==> src/rtl/seq_chunk_adder_pkg.sv <==
// Shared types and sizing helpers for the chunked add/subtract unit.
// Latency: none (types and constant functions only).
// Backpressure: not applicable.
package seq_chunk_adder_pkg;

    typedef enum logic [1:0] {
        ST_IDLE = 2'd0,
        ST_BUSY = 2'd1,
        ST_DONE = 2'd2
    } state_t;

    function automatic int nchunk(input int width, input int chunk);
        return width / chunk;
    endfunction

    function automatic int idx_width(input int n);
        return (n <= 1) ? 1 : $clog2(n);
    endfunction

endpackage

==> src/rtl/seq_chunk_adder_rca_chunk.sv <==
// N-bit ripple-carry adder built from a chain of full adders; also exposes carry into the MSB.
// Latency: combinational.
// Backpressure: none.
module rca_chunk #(
    parameter int N = 4
) (
    input  logic [N-1:0] a,
    input  logic [N-1:0] b,
    input  logic         cin,
    output logic [N-1:0] s,
    output logic         cout,
    output logic         c_msb
);

    logic carry;

    always_comb begin
        carry = cin;
        s     = '0;
        c_msb = 1'b0;
        for (int i = 0; i < N; i++) begin
            if (i == N - 1) c_msb = carry;
            s[i]  = a[i] ^ b[i] ^ carry;
            carry = (a[i] & b[i]) | (carry & (a[i] ^ b[i]));
        end
        cout = carry;
    end

endmodule

==> src/rtl/seq_chunk_adder.sv <==
// Multi-cycle add/subtract: WIDTH-bit operands summed CHUNK bits per clock through one shared adder.
// Latency: NCHUNK cycles from accept to out_valid; initiation interval NCHUNK+2.
// Backpressure: out_ready low holds DONE with stable outputs; in_ready only asserted in IDLE.
module seq_chunk_adder
    import seq_chunk_adder_pkg::*;
#(
    parameter int WIDTH = 16,
    parameter int CHUNK = 4
) (
    input  logic             clk,
    input  logic             reset,
    input  logic             in_valid,
    output logic             in_ready,
    input  logic [WIDTH-1:0] a,
    input  logic [WIDTH-1:0] b,
    input  logic             cin,
    input  logic             sub,
    output logic             out_valid,
    input  logic             out_ready,
    output logic [WIDTH-1:0] s,
    output logic             cout,
    output logic             ovf
);

    localparam int NCHUNK = nchunk(WIDTH, CHUNK);
    localparam int IW     = idx_width(NCHUNK);
    localparam logic [IW-1:0] LAST_IDX = IW'(NCHUNK - 1);

    if (WIDTH % CHUNK != 0) begin : g_bad_chunk
        $error("seq_chunk_adder: WIDTH must be a multiple of CHUNK");
    end

    state_t           state_q, state_d;
    logic [WIDTH-1:0] a_q, b_q, s_q;
    logic             carry_q, cout_q, ovf_q;
    logic [IW-1:0]    idx_q;
    logic [CHUNK-1:0] a_chunk, b_chunk, sum_chunk;
    logic             chunk_cout, chunk_cmsb;
    logic             accept, last;
    int unsigned      base;

    always_comb begin
        state_d   = state_q;
        in_ready  = 1'b0;
        out_valid = 1'b0;
        case (state_q)
            ST_IDLE: begin
                in_ready = 1'b1;
                if (in_valid) state_d = ST_BUSY;
            end
            ST_BUSY: begin
                if (idx_q == LAST_IDX) state_d = ST_DONE;
            end
            ST_DONE: begin
                out_valid = 1'b1;
                if (out_ready) state_d = ST_IDLE;
            end
            default: state_d = ST_IDLE;
        endcase
    end

    always_ff @(posedge clk) begin
        if (reset) state_q <= ST_IDLE;
        else       state_q <= state_d;
    end

    assign accept = in_valid && in_ready;
    assign last   = (idx_q == LAST_IDX);
    assign base   = int'(idx_q) * CHUNK;

    always_comb begin
        a_chunk = a_q[base +: CHUNK];
        b_chunk = b_q[base +: CHUNK];
    end

    rca_chunk #(.N(CHUNK)) u_chunk (
        .a     (a_chunk),
        .b     (b_chunk),
        .cin   (carry_q),
        .s     (sum_chunk),
        .cout  (chunk_cout),
        .c_msb (chunk_cmsb)
    );

    // Subtraction folds into addition: a - b - cin == a + ~b + ~cin.
    always_ff @(posedge clk) begin
        if (reset) begin
            a_q     <= '0;
            b_q     <= '0;
            s_q     <= '0;
            carry_q <= 1'b0;
            cout_q  <= 1'b0;
            ovf_q   <= 1'b0;
            idx_q   <= '0;
        end else if (accept) begin
            a_q     <= a;
            b_q     <= b ^ {WIDTH{sub}};
            carry_q <= cin ^ sub;
            idx_q   <= '0;
        end else if (state_q == ST_BUSY) begin
            s_q[base +: CHUNK] <= sum_chunk;
            carry_q <= chunk_cout;
            idx_q   <= last ? '0 : idx_q + IW'(1);
            if (last) begin
                cout_q <= chunk_cout;
                ovf_q  <= chunk_cout ^ chunk_cmsb;
            end
        end
    end

    assign s    = s_q;
    assign cout = cout_q;
    assign ovf  = ovf_q;

endmodule

==> config.mk <==
export PLATFORM = sky130hd
export DESIGN_NAME = seq_chunk_adder
export DESIGN_NICKNAME = d
export VERILOG_FILES = /design/src/rtl/seq_chunk_adder_pkg.sv /design/src/rtl/seq_chunk_adder_rca_chunk.sv /design/src/rtl/seq_chunk_adder.sv
export SDC_FILE = /design/constraint.sdc
export NUM_CORES = 1
export LEC_CHECK = 0
export ABC_AREA = 0
export BUFFER_PORTS_ARGS = -buffer_cell sky130_fd_sc_hd__buf_4
export CORE_ASPECT_RATIO = 0.5
export CORE_MARGIN = 2
export CORE_UTILIZATION = 42
export DETAILED_ROUTE_END_ITERATION = 8
export SYNTH_ARGS = -nofsm -noshare
export SYNTH_HDL_FRONTEND = slang
export SYNTH_HIERARCHICAL = 1
export SYNTH_SLANG_ARGS = --single-unit
==> constraint.sdc <==
create_clock -name clk -period 5.8 [get_ports clk]
set_clock_uncertainty 0.15 [all_clocks]
set_input_delay 0.58 -clock clk [delete_from_list [all_inputs] [get_ports clk]]
set_output_delay 0.58 -clock clk [all_outputs]
set_load 0.02 [all_outputs]
==> qor.yml, run 1 <==
status:
  outcome: "complete, no violations"
critical_path:
  reg2reg_depth: 10
  start_kind: "register"
  critical_path.most_common_cell: "fa_1"
  crit_chain: "mux4_2, fa_1, inv_1, fa_1, fa_1, inv_1, fa_1, xor2_1, nor2_1, nor3_1"
  required_ns: 5.80
  crit_type: "register to register"
  cp_slowest_cell: "dfxtp_1"
  rrSetupSlack_ns: 2.38
  r2r_end: "ovf"
  max_stage_delay_ns: 0.85
  path_max_fanout: 16
  regToRegStartpoint: "idx_q[0]"
  end_kind: "register"
  worstPathArrival_ns: 3.42
floorplanning:
  initial_utilization: 0.4310
  core_mm2: 0.006006
  chipWidth_um: 115.0
  die_height_um: 59.52
  rows: 20
  dieArea_mm2: 0.006846
  ios: 58
power_and_ir_drop:
  p_clk_frac: 0.343
  p_total_w: 0.0008309
  p_switching_w: 0.0002087
  p_seq_frac: 0.498
  internal-power_w: 0.0006222
  combPwrFrac: 0.159
  power_density_mw_per_mm2: 263.7
  p_leak_nw: 1.221
  sw_frac_of_total: 0.2512
  ir_drop_uv: 128.1
layout:
  nets: 369
  layout_common_cells: "buf_4, dfxtp_1, nand2_1, a21oi_1, inv_1"
  layout_commonest_cell: "buf_4"
  final_layout_size_suffix_gt1_frac: 0.2298
  utilization: 0.5246
  antennaDiodeCount: 0
  syn2layout_area_growth_pct: 21.70
  fin_area_mm2: 0.003151
  num-fill-cells: 589
route:
  wire_per_inst_um: 13.22
  drt_iter0_drc: 76
  met3WireLength_um: 190
  vias_per_cell: 5.068
  highest_layer: "met4"
  ant_nets: 0
  wl_met1_mm: 2.431
  drt_wl_total_mm: 5.273
  drc_errors: 0
  dr_wl_met2_mm: 2.601
  dr.pass1.iters: 4
  num_vias: 2022
place:
  place_area_mm2: 0.003013
  hpwl_mm: 3.796
  io_buffers: 57
  pre_cts_slack_ns: 2.365
  gp_congestion: 0.7672
synth:
  synth-edff-count: 0
  synth.avg_cell_area_um2: 9.379
  synth_cells: 276
  synth_nets: 324
  synthArstFlopShare: 0
  synth-seq-area-share: 0.4253
  netlist-cell-type-count: 31
  yosysWarnings: 6
  synth_flop_cell: "dfxtp_1"
  synth_area_mm2: 0.002589
  ys_ff_latch: 55
sta:
  slew_headroom: 0.4629
  setup_tns_ns: 0
  layout_setup_ws_ns: 2.383
  rsz0062_at_grt: "false"
  setup_viol: 0
  fin_crit_sh: 0.5892
  fmax_ghz: 0.2926
  min_period_ns: 3.417
  final_hold_viol_count: 0
  worstMarginPinSlew_ns: 0.8045
  report.final.slew_viol_count: 0
global_routing:
  grt_use_total: 0.1649
  antenna_found_initial: 0
  grt_overflow_total: 0
  grt_first_pass_wirelength_mm: 8.970
  grt_pass1_vias: 2000
  grt_max_degree: 60
hold_path:
  worstHoldPathType: "register to register"
  min_path_cells: 2
  hold_end: "a_q[11]"
  min_from: "a_q[11]"
clocking:
  clockBufferDepth: 2
  root_buffer: "clkbuf_16"
  clk_pin_slew_ns: 0.06
  cts_tree: "yes"
  ctsResizeCount: 0
  clkSinkCount: 55
  cts_max_level: 2
  holdBufCountCts: 0
  cts_inserted_buffers: 5
  cts_setup_buffers: 0
  clock_latency_ns: 0.29
job:
  drv_cap: 0
==> synthesized netlist by cell type (2+ instances only) <==
cell | instances | area, um2
nand3b_1 | 2 | 15.01
ha_1 | 6 | 75.07
inv_1 | 22 | 82.58
nor2b_1 | 4 | 25.02
buf_6 | 3 | 33.78
nand3_1 | 2 | 10.01
and2_1 | 3 | 18.77
mux2i_1 | 2 | 20.02
nand4_1 | 6 | 37.54
xor2_1 | 2 | 17.52
dfxtp_1 | 55 | 1101
buf_2 | 7 | 35.03
xnor2_1 | 16 | 140.1
a21oi_1 | 24 | 120.1
clkbuf_1 | 7 | 26.28
fa_1 | 4 | 80.08
nor2_1 | 19 | 71.32
mux4_2 | 8 | 180.2
buf_4 | 2 | 15.01
a211oi_1 | 16 | 120.1
o32ai_1 | 12 | 105.1
nand2_1 | 37 | 138.9
nand2b_1 | 6 | 37.54
nor4b_1 | 2 | 17.52
nor3_1 | 3 | 15.01
==> worst max-delay path, delay by kind of cell, from the launching register on <==
| kind | cells | cell delay, ns |
|---|---|---|
| buffers and inverters | 2 | 0.14 |
| adder cells (fa/ha/maj) | 4 | 1.21 |
| XOR/XNOR | 1 | 0.18 |
| flip-flops | 1 | 0.85 |
| multiplexers | 1 | 0.62 |
| AND/OR/NAND/NOR | 2 | 0.13 |
==> area by class of cell <==
cell class	count	area [um2]	area share
multi-input cells	179	1297	0.4118
flip-flops and latches	55	1101	0.3495
repair buffers	58	435.4	0.1382
clock buffers	7	132.6	0.04210
well taps	77	96.34	0.03058
inverters	22	82.58	0.02621
clock inverters	1	5.005	0.001589
==> state kept, by name (all words and copies together), names as in the netlist <==
name     flops
idx_q        2
carry_q      1
cout         1
s           16
a_q         16
state_q      2
b_q         16
ovf          1
==> worst max path at each step <==
stage / from / endpoint / slack (ns) / cells past startpoint
2_1_floorplan: idx_q[0] / ovf / 2.77 / 11
3_3_place_gp: idx_q[0] / ovf / 2.44 / 10
3_5_place_dp: idx_q[0] / ovf / 2.36 / 10
4_1_cts: idx_q[0] / ovf / 2.32 / 10
5_1_grt: idx_q[0] / carry_q / 2.14 / 9
6_report: idx_q[0] / ovf / 2.38 / 10
==> per-stage QoR <==
| step | instances | hold WS, ns |
|---|---|---|
| after floorplan | 276 | 0.2831 |
| after global placement | 391 | 0.2958 |
| after detailed placement | 391 | 0.2959 |
| after CTS | 399 | 0.3051 |
| after global routing | 399 | 0.3229 |
| final | 399 | 0.3029 |
==> cell families after synthesis <==
kind of cell | after synthesis | share of synthesized area
compound gates | 54 | 0.1402
xor+xnor | 18 | 0.06090
fa+ha+maj | 10 | 0.05993
buf+inv | 42 | 0.07588
flops | 55 | 0.4253
mux | 10 | 0.07733
simple gates | 87 | 0.1605
==> per-layer routing <==
metal / vias to the layer above / GRT usage
li1: 1033 / -
met1: 953 / 0.2072
met2: 31 / 0.2950
met3: 5 / 0.03476
met4: 0 / 0.04131
met5: - / 0
==> power groups by stage <==
stage | combinational, W | sequential [W] | clock [W]
after floorplan | 0.0000931 | 0.000418 | 0
after global placement | 0.000129 | 0.000422 | 0
final | 0.000132 | 0.000414 | 0.000285
after detailed placement | 0.000133 | 0.000423 | 0
after global routing | 0.000147 | 0.000417 | 0.000307
after CTS | 0.000133 | 0.000414 | 0.000293
(Power assumes the default switching activity.)
==> inputs of run 2 (changes only) <==
--- a/config.mk
+++ b/config.mk
@@ -5,12 +5,13 @@
 export SDC_FILE = /design/constraint.sdc
 export NUM_CORES = 1
 export LEC_CHECK = 0
-export ABC_AREA = 0
+export ABC_AREA = 1
 export BUFFER_PORTS_ARGS = -buffer_cell sky130_fd_sc_hd__buf_4
 export CORE_ASPECT_RATIO = 0.5
 export CORE_MARGIN = 2
 export CORE_UTILIZATION = 42
 export DETAILED_ROUTE_END_ITERATION = 8
+export PLACE_DENSITY = 0.67
 export SYNTH_ARGS = -nofsm -noshare
 export SYNTH_HDL_FRONTEND = slang
 export SYNTH_HIERARCHICAL = 1
==> constraint.sdc (replaced) <==
create_clock -name clk -period 3.1 [get_ports clk]
set_clock_uncertainty 0.15 [all_clocks]
set_input_delay 0.31 -clock clk [delete_from_list [all_inputs] [get_ports clk]]
set_output_delay 0.31 -clock clk [all_outputs]
set_load 0.02 [all_outputs]
==> run 2 against run 1 <==
Critical endpoint is now s[7]. Flip-flop and latch count unchanged. Die area up 4.8%. Largest power group unchanged. Via count up 21%. Fmax up 18%. Register-to-register slack worse by 2.2 ns. Clock-buffer cell count down 2. Hold slack worse by 0.19 ns. Final cell count up 31%. Global-route usage up 1.2 points. Utilization up 2.4 points. Largest cell class unchanged.
==> qor.yml, run 2 <==
floorplanning:
  rows: 20  # unchanged
  dieArea_mm2: 0.007175  # +4.8%
  core_mm2: 0.006156  # +2.5%
  chipWidth_um: 117.8  # +2.4%
  initial_utilization: 0.4419  # +0.01083
  die_height_um: 60.91  # +2.3%
  ios: 58  # unchanged
critical_path:
  start_kind: "register"
  required_ns: 3.13  # -2.67 ns
  crit_type: "register to register"
  end_kind: "register"
  path_max_fanout: 8  # -8
  worstPathArrival_ns: 2.93  # -0.49 ns
  rrSetupSlack_ns: 0.20  # -2.18 ns
synth:
  synth.area.top_cells: "dfxtp_1, nor2_1, nand2_1, o21ai_0, inv_1"
  synth_cells: 376  # +36%
  yosysTopAreaCellShare: 0.4048  # -0.02054
  synthArstFlopShare: 0  # unchanged
  synth-edff-count: 0  # unchanged
  netlist-cell-type-count: 25  # -19%
  synth_top_cell_by_area: "dfxtp_1"
  synth_common_cells: "nor2_1, nand2_1, dfxtp_1"
  synth_area_mm2: 0.002720  # +5.1%
  synth-seq-area-share: 0.4048  # -0.02054
  synth_flop_cell: "dfxtp_1"
  synth.avg_cell_area_um2: 7.234  # -23%
  yosys.cell_count.top_type: "nor2_1"
  synth_nets: 424  # +31%
  yosysWarnings: 6  # unchanged
  ys_ff_latch: 55  # unchanged
layout:
  register_area_mm2: 0.001106  # +0.45%
  antennaDiodeCount: 0  # unchanged
  syn2layout_area_growth_pct: 24.10
  final_layout_size_suffix_gt1_frac: 0.2055  # -0.02427
  fin_cells: 521  # +31%
  layout_commonest_cell: "nor2_1"
  num-fill-cells: 647  # +9.8%
  layout_common_cells: "nor2_1, buf_4, nand2_1, dfxtp_1, o21ai_0"
  nets: 482  # +31%
  multiInputGateArea_mm2: 0.001371  # +5.7%
status:
  outcome: "complete, no violations"
sta:
  layout_setup_ws_ns: 0.1998  # -2.183 ns
  fmax_ghz: 0.3448  # +18%
  final_hold_viol_count: 0  # unchanged
  report.final.slew_viol_count: 0  # unchanged
  slew_headroom: 0.5511  # +0.08814
  worstMarginPinSlew_ns: 0.6709  # -0.1336 ns
  fin_crit_sh: 0.9356  # +0.3464
  setup_viol: 0  # unchanged
  min_period_ns: 2.900  # -0.5169 ns
clocking:
  cts_max_level: 2  # unchanged
  clock_latency_ns: 0.29  # about the same
  cts_inserted_buffers: 5  # unchanged
  clkSinkCount: 55  # unchanged
  root_buffer: "clkbuf_16"
  cts_tree: "yes"
  clockBufferDepth: 2  # unchanged
  clk_pin_slew_ns: 0.07  # about the same
power_and_ir_drop:
  p_switching_w: 0.0004444  # +110%
  combPwrFrac: 0.191  # +0.032
  sw_frac_of_total: 0.2752  # +0.02400
  p_clk_frac: 0.326  # -0.017
  p_seq_frac: 0.483  # -0.015
  ir_drop_uv: 254.7  # +99%
  internal-power_w: 0.001170  # +88%
  p_leak_nw: 1.579  # +29%
  power_density_mw_per_mm2: 478.4  # +81%
route:
  wire_per_inst_um: 11.62  # -12%
  dr.pass1.iters: 4  # unchanged
  drt_iter0_drc: 172  # +130%
  met3WireLength_um: 242  # +27%
  drt_wl_total_mm: 6.053  # +15%
  ant_nets: 0  # unchanged
  dr_wl_met2_mm: 2.581  # -0.77%
  highest_layer: "met4"
  drc_errors: 0  # unchanged
  vias_per_cell: 4.685  # -7.5%
  num_vias: 2441  # +21%
  wl_met1_mm: 3.184  # +31%
place:
  pre_cts_slack_ns: 0.1237  # -2.241 ns
  gp_congestion: 0.8470  # +10%
  io_buffers: 57  # unchanged
  hpwl_mm: 4.517  # +19%
  numPlacedInstances: 511  # +31%
global_routing:
  antenna_found_initial: 0  # unchanged
  grt_pass1_vias: 2197  # +9.9%
  grt_use_total: 0.1772  # +0.01223
  grt_overflow_total: 0  # unchanged
  grt_max_degree: 32  # -47%
  grt_first_pass_wirelength_mm: 10.12  # +13%
job:
  drv_cap: 0  # unchanged
hold_path:
  worstHoldPathType: "input port to register"
run 2: worst max-delay path, stage by stage, from the launching register on:
cell and delay (ns):
dfxtp_4 0.37, buf_4 0.15, o21ai_1 0.06, o22ai_1 0.24, fa_1 0.21, inv_1 0.06, fa_2 0.35, fa_1 0.38
inv_2 0.09, fa_1 0.44, nand2_1 0.12, nor2_1 0.05, nor2_1 0.09, nor2_1 0.05
run 2: timing repair:
item / 4_1_cts / 5_1_grt
endpoints found under the setup margin: 0 / 3
gates resized for setup: 0 / 8
hold buffers: 0 / 0
buffers inserted: 0 / 4
run 2: final timing paths:
check                start    endpoint  cells after the start
setup reg to reg  idx_q[0]        s[7]                     13
setup / recovery  idx_q[0]        s[7]                     13
hold reg to reg      s[15]       s[15]                      2
hold / removal       reset  state_q[0]                      2
run 2: cell families after synthesis:
kind of cell               count (synthesis)  share of synthesized area
DFF                                       55                     0.4048
and+or+nand+nor                          171                     0.2567
AOI/OAI and AO/OA                         69                     0.1316
adders and majority gates                 10                    0.05704
xor gates and xnor gates                  18                    0.05796
buffers and inverters                     53                    0.09200
run 2: stage by stage:
stage          utilization   power, W  setup TNS (ns)  cell area, um2  hold WS [ns]
2_1_floorplan            -  0.0009994               0            2720        0.2940
3_3_place_gp        0.5201   0.001095               0            3202        0.3059
3_5_place_dp        0.5201   0.001100               0            3202        0.3104
4_1_cts             0.5417   0.001624               0            3334        0.1116
5_1_grt             0.5484   0.001705       -0.002908            3376        0.1238
6_report            0.5484   0.001615               0            3376        0.1176
run 2: cell type report:
type / count / area share
timing repair buffer: 69 / 0.1534
inverter: 35 / 0.04077
tap: 88 / 0.03262
sequential: 55 / 0.3276
clock buffer: 5 / 0.03706
clock inverter: 1 / 0.002224
multi-input combinational: 268 / 0.4062
run 2: metal layers:
metal,track usage,vias up
li1,-,1294
met1,0.2481,1092
met2,0.2849,50
met3,0.03571,5
met4,0.04819,0
met5,0,-
run 2: power by group through the flow:
stage / registers, W / clock network [W] / logic (W)
2_1_floorplan: 0.000796 / 0 / 0.000203
6_report: 0.000781 / 0.000526 / 0.000308
3_3_place_gp: 0.000797 / 0 / 0.000298
4_1_cts: 0.000781 / 0.000539 / 0.000304
5_1_grt: 0.000786 / 0.000569 / 0.000349
3_5_place_dp: 0.000797 / 0 / 0.000303
